File: config.mk
export PLATFORM = sky130hd
export DESIGN_NAME = prach_hb2_int_ch
export DESIGN_NICKNAME = d
export VERILOG_FILES = /design/src/rtl/prach_hb2_int_ch.sv
export SDC_FILE = /design/constraint.sdc
export NUM_CORES = 2
export LEC_CHECK = 0
export BUFFER_PORTS_ARGS = -buffer_cell sky130_fd_sc_hd__buf_2
export CAP_MARGIN = 25
export CORE_MARGIN = 2
export CORE_UTILIZATION = 40
export CTS_CLUSTER_DIAMETER = 200
export DETAILED_ROUTE_END_ITERATION = 7
export GPL_TIMING_DRIVEN = 0
export MAX_ROUTING_LAYER = met4
export PLACE_DENSITY_LB_ADDON = 0.25
export SLEW_MARGIN = 20
export SYNTH_ARGS = -nofsm -noshare
export SYNTH_HDL_FRONTEND = slang
export SYNTH_SLANG_ARGS = --single-unit
File: constraint.sdc
create_clock -name clk -period 7.2 [get_ports clk]
set_input_delay 0.72 -clock clk [delete_from_list [all_inputs] [get_ports clk]]
set_output_delay 0.72 -clock clk [all_outputs]
set_load 0.005 [all_outputs]
File: src/rtl/prach_hb2_int_ch.sv
// Half-band interpolate-by-2 filter for TDM PRACH channels: emits the filtered
// phase y[2n] and the centre-tap phase y[2n+1] for every input sample.
module prach_hb2_int_ch #(
  parameter int NumChannel = 32,
  parameter int Latency    = 5
) (
  input  logic               clk,
  input  logic               rst_n,
  input  logic signed [15:0] din_dq,
  input  logic               din_dv,
  input  logic [7:0]         din_chn,
  input  logic               sync_in,
  output logic signed [15:0] dout_dp1,
  output logic signed [15:0] dout_dp2,
  output logic               dout_dv,
  output logic [7:0]         dout_chn,
  output logic               sync_out
);

  localparam int ChnW = $clog2(NumChannel);
  localparam logic [7:0] NUM_CH = 8'(NumChannel);
  localparam logic signed [17:0] C0 = -18'sd4249;
  localparam logic signed [17:0] C1 = 18'sd37013;
  // 2^15 on the unscaled sum is the round-half-up offset for the >>16 below
  localparam logic signed [35:0] RND = 36'sd32768;

  function automatic logic signed [15:0] sat16(input logic signed [35:0] v);
    logic signed [15:0] r;
    if (v > 36'sd32767) begin
      r = 16'sh7fff;
    end else if (v < -36'sd32768) begin
      r = 16'sh8000;
    end else begin
      r = v[15:0];
    end
    return r;
  endfunction

  logic signed [15:0] h1_r [NumChannel];
  logic signed [15:0] h2_r [NumChannel];
  logic signed [15:0] h3_r [NumChannel];

  logic                chn_ok_s;
  logic [ChnW-1:0]     idx_s;
  logic signed [15:0]  x_s, rd1_s, rd2_s, rd3_s;

  logic signed [15:0]  x0_r, x1_r, x2_r, x3_r;
  logic signed [16:0]  pa0_r, pa1_r;
  logic signed [34:0]  p0_r, p1_r;
  logic signed [35:0]  acc_r;
  logic signed [15:0]  ctr1_r, ctr2_r, ctr3_r;
  logic [9:0]          ctl_r [Latency];

  assign chn_ok_s = (din_chn < NUM_CH);
  assign idx_s    = din_chn[ChnW-1:0];

  // Stage-0 operand select: sync or an out-of-range channel forces zero history.
  always_comb begin
    x_s   = 16'sd0;
    rd1_s = 16'sd0;
    rd2_s = 16'sd0;
    rd3_s = 16'sd0;
    if (chn_ok_s) begin
      x_s = din_dq;
      if (!sync_in) begin
        rd1_s = h1_r[idx_s];
        rd2_s = h2_r[idx_s];
        rd3_s = h3_r[idx_s];
      end else begin
        rd1_s = 16'sd0;
        rd2_s = 16'sd0;
        rd3_s = 16'sd0;
      end
    end else begin
      x_s = 16'sd0;
    end
  end

  // Per-channel history shift; sync clears everything but still lands the new sample.
  always_ff @(posedge clk or negedge rst_n) begin
    if (!rst_n) begin
      for (int i = 0; i < NumChannel; i++) begin
        h1_r[i] <= 16'sd0;
        h2_r[i] <= 16'sd0;
        h3_r[i] <= 16'sd0;
      end
    end else if (sync_in) begin
      for (int i = 0; i < NumChannel; i++) begin
        h1_r[i] <= 16'sd0;
        h2_r[i] <= 16'sd0;
        h3_r[i] <= 16'sd0;
      end
      if (din_dv && chn_ok_s) begin
        h1_r[idx_s] <= din_dq;
      end
    end else if (din_dv && chn_ok_s) begin
      h3_r[idx_s] <= h2_r[idx_s];
      h2_r[idx_s] <= h1_r[idx_s];
      h1_r[idx_s] <= din_dq;
    end
  end

  // Five-stage datapath: capture, pre-add, multiply, accumulate, saturate.
  always_ff @(posedge clk or negedge rst_n) begin
    if (!rst_n) begin
      x0_r     <= 16'sd0;
      x1_r     <= 16'sd0;
      x2_r     <= 16'sd0;
      x3_r     <= 16'sd0;
      pa0_r    <= 17'sd0;
      pa1_r    <= 17'sd0;
      p0_r     <= 35'sd0;
      p1_r     <= 35'sd0;
      acc_r    <= 36'sd0;
      ctr1_r   <= 16'sd0;
      ctr2_r   <= 16'sd0;
      ctr3_r   <= 16'sd0;
      dout_dp1 <= 16'sd0;
      dout_dp2 <= 16'sd0;
    end else begin
      x0_r     <= x_s;
      x1_r     <= rd1_s;
      x2_r     <= rd2_s;
      x3_r     <= rd3_s;
      pa0_r    <= 17'(x0_r) + 17'(x3_r);
      pa1_r    <= 17'(x1_r) + 17'(x2_r);
      ctr1_r   <= x1_r;
      p0_r     <= 35'(C0) * 35'(pa0_r);
      p1_r     <= 35'(C1) * 35'(pa1_r);
      ctr2_r   <= ctr1_r;
      acc_r    <= 36'(p0_r) + 36'(p1_r) + RND;
      ctr3_r   <= ctr2_r;
      dout_dp1 <= sat16(acc_r >>> 16);
      dout_dp2 <= ctr3_r;
    end
  end

  // Control delay line keeps {sync, dv, chn} aligned with the datapath.
  always_ff @(posedge clk or negedge rst_n) begin
    if (!rst_n) begin
      for (int i = 0; i < Latency; i++) begin
        ctl_r[i] <= 10'd0;
      end
    end else begin
      ctl_r[0] <= {sync_in, din_dv, din_chn};
      for (int i = 1; i < Latency; i++) begin
        ctl_r[i] <= ctl_r[i-1];
      end
    end
  end

  assign {sync_out, dout_dv, dout_chn} = ctl_r[Latency-1];

endmodule
* Word-level counts from Yosys, hierarchy flattened
Cells that the tools add are included.
** Storage, ports and cells
- Flip-flop bits (word level) :: 1865
- Input port bits :: 28
- Output and inout port bits :: 42
- Logic and storage cells :: 161
** Cells by class
- Add/sub/neg operators :: 4
- Multipliers :: 2
- Order comparisons :: 5
- Mux-type cells :: 30
- Bitwise operators :: 2
- Reductions and logical operators :: 3
** Operator list (count)
- 512-bit 2-to-1 mux :: 7
- 512-bit bitwise mux :: 3
- 512-bit AND :: 1
- 16-bit 2-to-1 mux :: 16
- 16-bit binary-select mux with 5-bit select :: 3
- 16-bit demux with 5-bit select :: 1
- 36-bit by 17-bit adder with 36-bit output (second input constant) :: 1
- 31-bit by 34-bit adder with 35-bit output :: 1
- 16-bit by 16-bit adder with 17-bit output :: 2
- 17-bit by 17-bit multiplier with 34-bit output (first input constant) :: 1
- 14-bit by 17-bit multiplier with 31-bit output (first input constant) :: 1
- 20-bit by 16-bit > comparator with 1-bit output (second input constant) :: 1
- 20-bit by 16-bit < comparator with 1-bit output (second input constant) :: 1
- 8-bit by 6-bit < comparator with 1-bit output (second input constant) :: 1
- 6-bit greater-or-equal comparator (second input constant) :: 1
- 6-bit by 1-bit < comparator with 1-bit output (second input constant) :: 1
- 5-bit inverter with 6-bit output :: 1
- 1-bit logical AND :: 2
- 2-bit nonzero test :: 1

* Depth between registers and ports, before layout
- Word-level depth :: 8
- Mapped depth :: 22
- Gate-level depth less buffers :: 22

* Least setup slack after synthesis
No wires, ideal clock.
- Path kind :: reg-to-reg
- From :: register pa0_r[16]
- To :: register p0_r[28]
- Library setup time :: 0.080 ns
- Arrival time :: 5.821 ns
- Data required time :: 7.120 ns
- Setup slack :: 1.299 ns
- Stages on the path, launching flop included :: 21
- Path buffers :: 1
- Period minus slack after synthesis :: 5.901 ns
- Cell sequence :: dfrtp_1 -> clkbuf_1 -> inv_1 -> fa_1 -> inv_1 -> fa_1 -> fa_1 -> inv_1 -> fa_1 -> inv_1 -> fa_1 -> inv_1 -> fa_1 -> inv_1 -> ha_1 -> nand2_1 -> o21ai_0 -> a2111oi_0 -> o21bai_1 -> a21oi_1 -> xnor2_1
** On the way
- Longest elaborated chain between the ends :: 1
** RTL lines
- start: declaration :: line 48 : logic signed [16:0] pa0_r, pa1_r;
- start signal: assignment :: line 125 : pa0_r <= 17'(x0_r) + 17'(x3_r);
- 14-bit by 17-bit multiplier with 31-bit output :: line 128 : p0_r <= 35'(C0) * 35'(pa0_r);
- end signal: assignment :: line 128
- end: declaration :: line 49 : logic signed [34:0] p0_r, p1_r;
No other way between the ends.
A chain may end at the register's enable or synchronous reset.

* Worst setup path in the final report
- From :: input din_chn[0]
- To :: register h1_r[192] in the netlist's numbering
** On the way
- Longest elaborated chain between the ends :: 8
- Elaborated cells on any way between the ends :: 14
- Those cells by class :: order compare (3); mux (6); bitwise (2); reduce/logical (3)
** RTL lines
- start: declaration :: line 11 : input logic [7:0] din_chn,
- 5-bit inverter with 6-bit output (implied by the code) :: line 94, 99
- 6-bit greater-or-equal comparator (implied by the code) or 6-bit by 1-bit < comparator with 1-bit output (tied branches) :: line 94, 99
- 1-bit logical AND (implied by the code) :: line 94, 99
- 16-bit 2-to-1 mux (implied by the code) :: line 94, 99
- 16-bit demux with 5-bit select :: line 94, 99
- 512-bit bitwise mux or 512-bit AND (tied branches)
- 512-bit 2-to-1 mux, on equally long branches :: line 96, 93
- 512-bit 2-to-1 mux :: line 87 : end else if (sync_in) begin
- end signal: indexed assignment :: line 94 : h1_r[idx_s] <= din_dq;
- end signal: indexed assignment :: line 99 : h1_r[idx_s] <= din_dq;
- end: declaration :: line 39 : logic signed [15:0] h1_r [NumChannel];
Several ways; a longest one is shown, not always the timed one. The select of a mux whose other input is x is not followed.

==> out/results.env <==
FIRST_PASS_GRT_WIRE_LENGTH_UM=547000
SYNTHXORXNORAREAFRAC_PCT=1.03
POWER.SHARE.SWITCHING_PCT=26.6
FINALWORSTSETUPSLACK_PS=611
CLK_LATENCY_PS=900
COMMONEST_CELLS_AFTER_ROUTING_FILL_AND_TAPS_ASIDE='sky130_fd_sc_hd__dfrtp_1, sky130_fd_sc_hd__nor2_1, sky130_fd_sc_hd__a211oi_1'
POWER_REPORT.INTERNAL_TOTAL_mW=18.0
CTS_ROOT_BUF='sky130_fd_sc_hd__clkbuf_16'
ROUTE.DETAILED.DRC=0
PLACE_CONGESTION=1.02
NUMCTSBUFFERS=200
NUMBER_OF_WARNINGS_REPORTED_IN_THE_YOSYS_SYNTHESIS_LOG=0
NUMBER_OF_DRC_MARKERS_IN_ITERATION_0=9608
IO_PINS=70
PEAKVDDDROP_V=0.000196
SYNTH-SEQ-AREA-SHARE_PCT=50.2
H-TREE-DEPTH=4
POSTSYNTHCELLCOUNT=8202
ENDPOINT_KIND='flip-flop'
UTILIZATION_PCT=45.7
CLOCK-SKEW-FINAL_PS=74.2
YS_DOMINANT_REG_CELL='sky130_fd_sc_hd__dfrtp_1'
GLOBALROUTE.TOTALOVERFLOW=0
POWER.CLOCK.FRACTION_PCT=45.4
FMAX_MHz=152
POST_SYN_AREA_PER_CELL_UM2=11.2
MAX-CAP-VIOLATIONS=0
VIASPERCELL=6.19
TRITONCTS='built'
SYNTH-EDFF-COUNT=0
CLKSINKCOUNT=1849
TIGHTESTPINTRANSITION_PS=1240
TIMING.HOLD.WORST.CLASS='in -> reg'
SYNTH_TOP_FAMILY_BY_AREA='compound AO/OA/AOI/OAI gates'
NUMBER_OF_CELLS_ON_THE_WORST_REG_TO_REG_PATH=20
R2R_ENDPOINT='p0_r[28]'
HOLDCRITSTARTPOINT='sync_in'
MOSTFREQUENTLAYOUTCELL='sky130_fd_sc_hd__dfrtp_1'
GRT_USE_TOTAL_PCT=33.7
STATUS='complete, no violations'
SYNTH.AREA.MUX_SHARE_PCT=9.48
FIRST_GLOBAL_VIAS=71600
WL_PER_CELL_UM=32.9
POWER.SWITCHING_mW=6.52
TOTALWIRELENGTH_UM=387000
YS_TYPES=88
CTS_BUFFER_DEPTH=3
NUMBER_OF_ANTENNA_VIOLATIONS_AT_THE_FIRST_CHECK_IN_GLOBAL_ROUTING=45
MAX-SLEW-MARGIN-REL_PCT=17.3
POST_CTS.REPAIR.SETUP_BUFFERS=0
LARGEST_CELLS_BY_AREA_AFTER_SYNTHESIS='sky130_fd_sc_hd__dfrtp_1, sky130_fd_sc_hd__mux4_2, sky130_fd_sc_hd__a211oi_1'
PLACE_WS_PS=383
PLACED_CELLS=11400
POWER.SHARE.COMBINATIONAL_PCT=11.1
SYNTHESIS.AREA_MM2=0.0922
MAXIMUM_NUMBER_OF_PINS_ON_ONE_NET_BEFORE_GLOBAL_ROUTE_REPAIR=148
DRT-PASS1-ITER-COUNT=8
NUM_VIAS=72900
FINALSETUPTNS_PS=0
ROW_COUNT=176
YOSYS.AREA.TOP_TYPE_SHARE_PCT=50.2
PINS_OVER_SLEW_LIMIT=0
YS_SEQ_ELEMENTS=1849
SYNTH.NET_COUNT=8738
DATA_REQUIRED_TIME_OF_THE_WORST_PATH_PS=7900
REG2REG_FROM='pa0_r[16]'
POST_ROUTE_CELLS_DRIVE_ABOVE_1_SHARE_PCT=12.2
SYNTH.LARGEST_AREA_CELL='sky130_fd_sc_hd__dfrtp_1'
CLK_PIN_SLEW_PS=70
IO_BUFFERS=53
SYNTH-COMPOUND-AREA-SHARE_PCT=15.4
STARTPOINT_OF_THE_WORST_SETUP_TIMING_PATH='din_chn[0]'
TIMING.REG2REG.SETUP_SLACK_PS=710
FINAL_NET_COUNT=9081
UNREPAIRED_SETUP_ENDPOINTS_AFTER_GLOBAL_ROUTING='false'
POWERDENSITY_mW_PER_MM2=234
LAYOUT.CELLS.NON_FILLER=11800
AREA_GROWTH_PCT=13.9
CRIT_PATH_MAX_FANOUT=10
DIE_Y_UM=484
SYNTH_FA_HA_AREA_SHARE_PCT=8.36
DIE_EXTENT_IN_X_UM=484
INITIAL_UTILIZATION_PCT=40.2
CP_DATA_ARRIVAL_TIME_PS=7290
YOSYS.AREA_SHARE.SIMPLE_PCT=10.9
POSTROUTEANTENNANETS=0
FINAL.MIN_CLOCK_PERIOD_PS=6590
PLACEABLECOREAREA_MM2=0.230
CP-START-KIND='input port'
POSTSYNTH.ASYNCRESETSHARE_PCT=100
POWER.LEAKAGE_nW=45.5
CRITICAL_PATH_CLASS='in -> reg'
FINALHOLDVIOLATIONS=0
DESIGN.DIE.AREA_MM2=0.234
DETAILEDPLACEMENTHPWL_UM=284000
SETUP-VIOLATIONS-FINAL=0
SETUP.WORST_PATH.END='h1_r[192]'
FINAL_MIN_PERIOD_OVER_CLOCK_PERIOD_PCT=91.5
REG_POWER_SHARE_PCT=43.5
==> cell type report <==
type,instances,area [µm²]
Tap cell,3026,3790
Fill cell,21100,125000
Clock buffer,292,5920
Antenna cell,35,87.6
Timing Repair Buffer,141,1590
Multi-Input combinational cell,5227,41800
Clock inverter,71,1180
Inverter,355,1330
Buffer,771,3100
Sequential cell,1849,46300
==> kinds of logic after synthesis <==
logic type,Yosys count
compound gates,2028
xor+xnor,106
fa+ha+maj,508
buf+inv,1126
flops,1849
mux,393
simple gates,2192
==> critical path: stages <==
cell	delay, ps
sky130_fd_sc_hd__dlygate4sd3_1	520
sky130_fd_sc_hd__buf_2	110
sky130_fd_sc_hd__clkbuf_1	560
sky130_fd_sc_hd__buf_2	720
sky130_fd_sc_hd__buf_2	800
sky130_fd_sc_hd__buf_2	490
sky130_fd_sc_hd__nand4_1	510
sky130_fd_sc_hd__nor2_2	960
sky130_fd_sc_hd__clkbuf_2	700
sky130_fd_sc_hd__buf_1	880
sky130_fd_sc_hd__o21ai_0	250
==> power groups by stage <==
stage	clock network, mW	registers [mW]	logic [mW]
final	11.2	10.7	2.73
after global routing	11.7	10.7	2.99
after CTS	11.2	10.7	2.71
after detailed placement	0	10.9	2.70
after global placement	0	10.9	2.62
after floorplan	0	10.8	1.62
==> flip-flops by register name, indices dropped and copies added (netlist names), 16 cells and up <==
name	flops
acc_r	20
ctl_r	40
ctr1_r	16
ctr2_r	16
ctr3_r	16
dout_dp1	16
dout_dp2	16
h1_r	512
h2_r	512
h3_r	512
p0_r	31
p1_r	34
pa0_r	17
pa1_r	17
x0_r	16
x1_r	16
x2_r	16
x3_r	16
==> worst min path at each step <==
stage	cells after the start	slack, ps	end
global placement	0	330	dout_dv
floorplan	0	330	ctl_r[10]
finish	1	50	ctl_r[49]
global route	1	30	ctl_r[49]
detailed placement	0	330	ctl_r[21]
CTS	1	10	ctl_r[49]
==> metrics by stage <==
step                      cell area, µm²  hold WS [ps]  power [mW]
after floorplan                    92200           331        12.5
after global placement             96300           332        13.5
after detailed placement           97700           335        13.6
after CTS                         105000          10.6        24.6
after global routing              105000          31.7        25.3
final                             105000          53.7        24.6
==> what timing repair did <==
action,CTS,global route
hold buffers,6,0
setup endpoints to repair,0,1
resized for setup,0,1
endpoints found under the hold margin,78,0
==> per-layer routing <==
metal	track usage (%)	vias up	part of all wire (%)
met1	42.8	37700	38
met2	47.0	4429	43
met4	19.4	0	7.0
li1	-	29700	-
met5	-	-	0
met3	10.9	998	12
==> synthesized netlist by cell type (5+ instances only) <==
cell and number:
sky130_fd_sc_hd__dfrtp_1 1849, sky130_fd_sc_hd__nor2_1 907, sky130_fd_sc_hd__a211oi_1 722, sky130_fd_sc_hd__clkbuf_1 655
sky130_fd_sc_hd__nand2_1 569, sky130_fd_sc_hd__o21ai_0 567, sky130_fd_sc_hd__nand2b_1 528, sky130_fd_sc_hd__mux4_2 384
sky130_fd_sc_hd__inv_1 355, sky130_fd_sc_hd__a22o_1 352, sky130_fd_sc_hd__ha_1 328, sky130_fd_sc_hd__fa_1 180
sky130_fd_sc_hd__a22oi_1 108, sky130_fd_sc_hd__xnor2_1 74, sky130_fd_sc_hd__a21oi_1 72, sky130_fd_sc_hd__buf_2 62
sky130_fd_sc_hd__a221oi_1 43, sky130_fd_sc_hd__buf_1 43, sky130_fd_sc_hd__and3_1 36, sky130_fd_sc_hd__nand3_1 33
sky130_fd_sc_hd__xor2_1 30, sky130_fd_sc_hd__nor3_1 29, sky130_fd_sc_hd__o21a_1 29, sky130_fd_sc_hd__a31oi_1 27
sky130_fd_sc_hd__a21o_1 22, sky130_fd_sc_hd__and2_1 21, sky130_fd_sc_hd__o21bai_1 15, sky130_fd_sc_hd__buf_4 11
sky130_fd_sc_hd__a21boi_0 10, sky130_fd_sc_hd__nand4_1 10, sky130_fd_sc_hd__nor2b_1 10, sky130_fd_sc_hd__and4_1 8
sky130_fd_sc_hd__o31ai_1 7, sky130_fd_sc_hd__or3_1 6, sky130_fd_sc_hd__mux2i_1 5, sky130_fd_sc_hd__nor4_1 5
sky130_fd_sc_hd__o22ai_1 5
(Power assumes the default switching activity.)
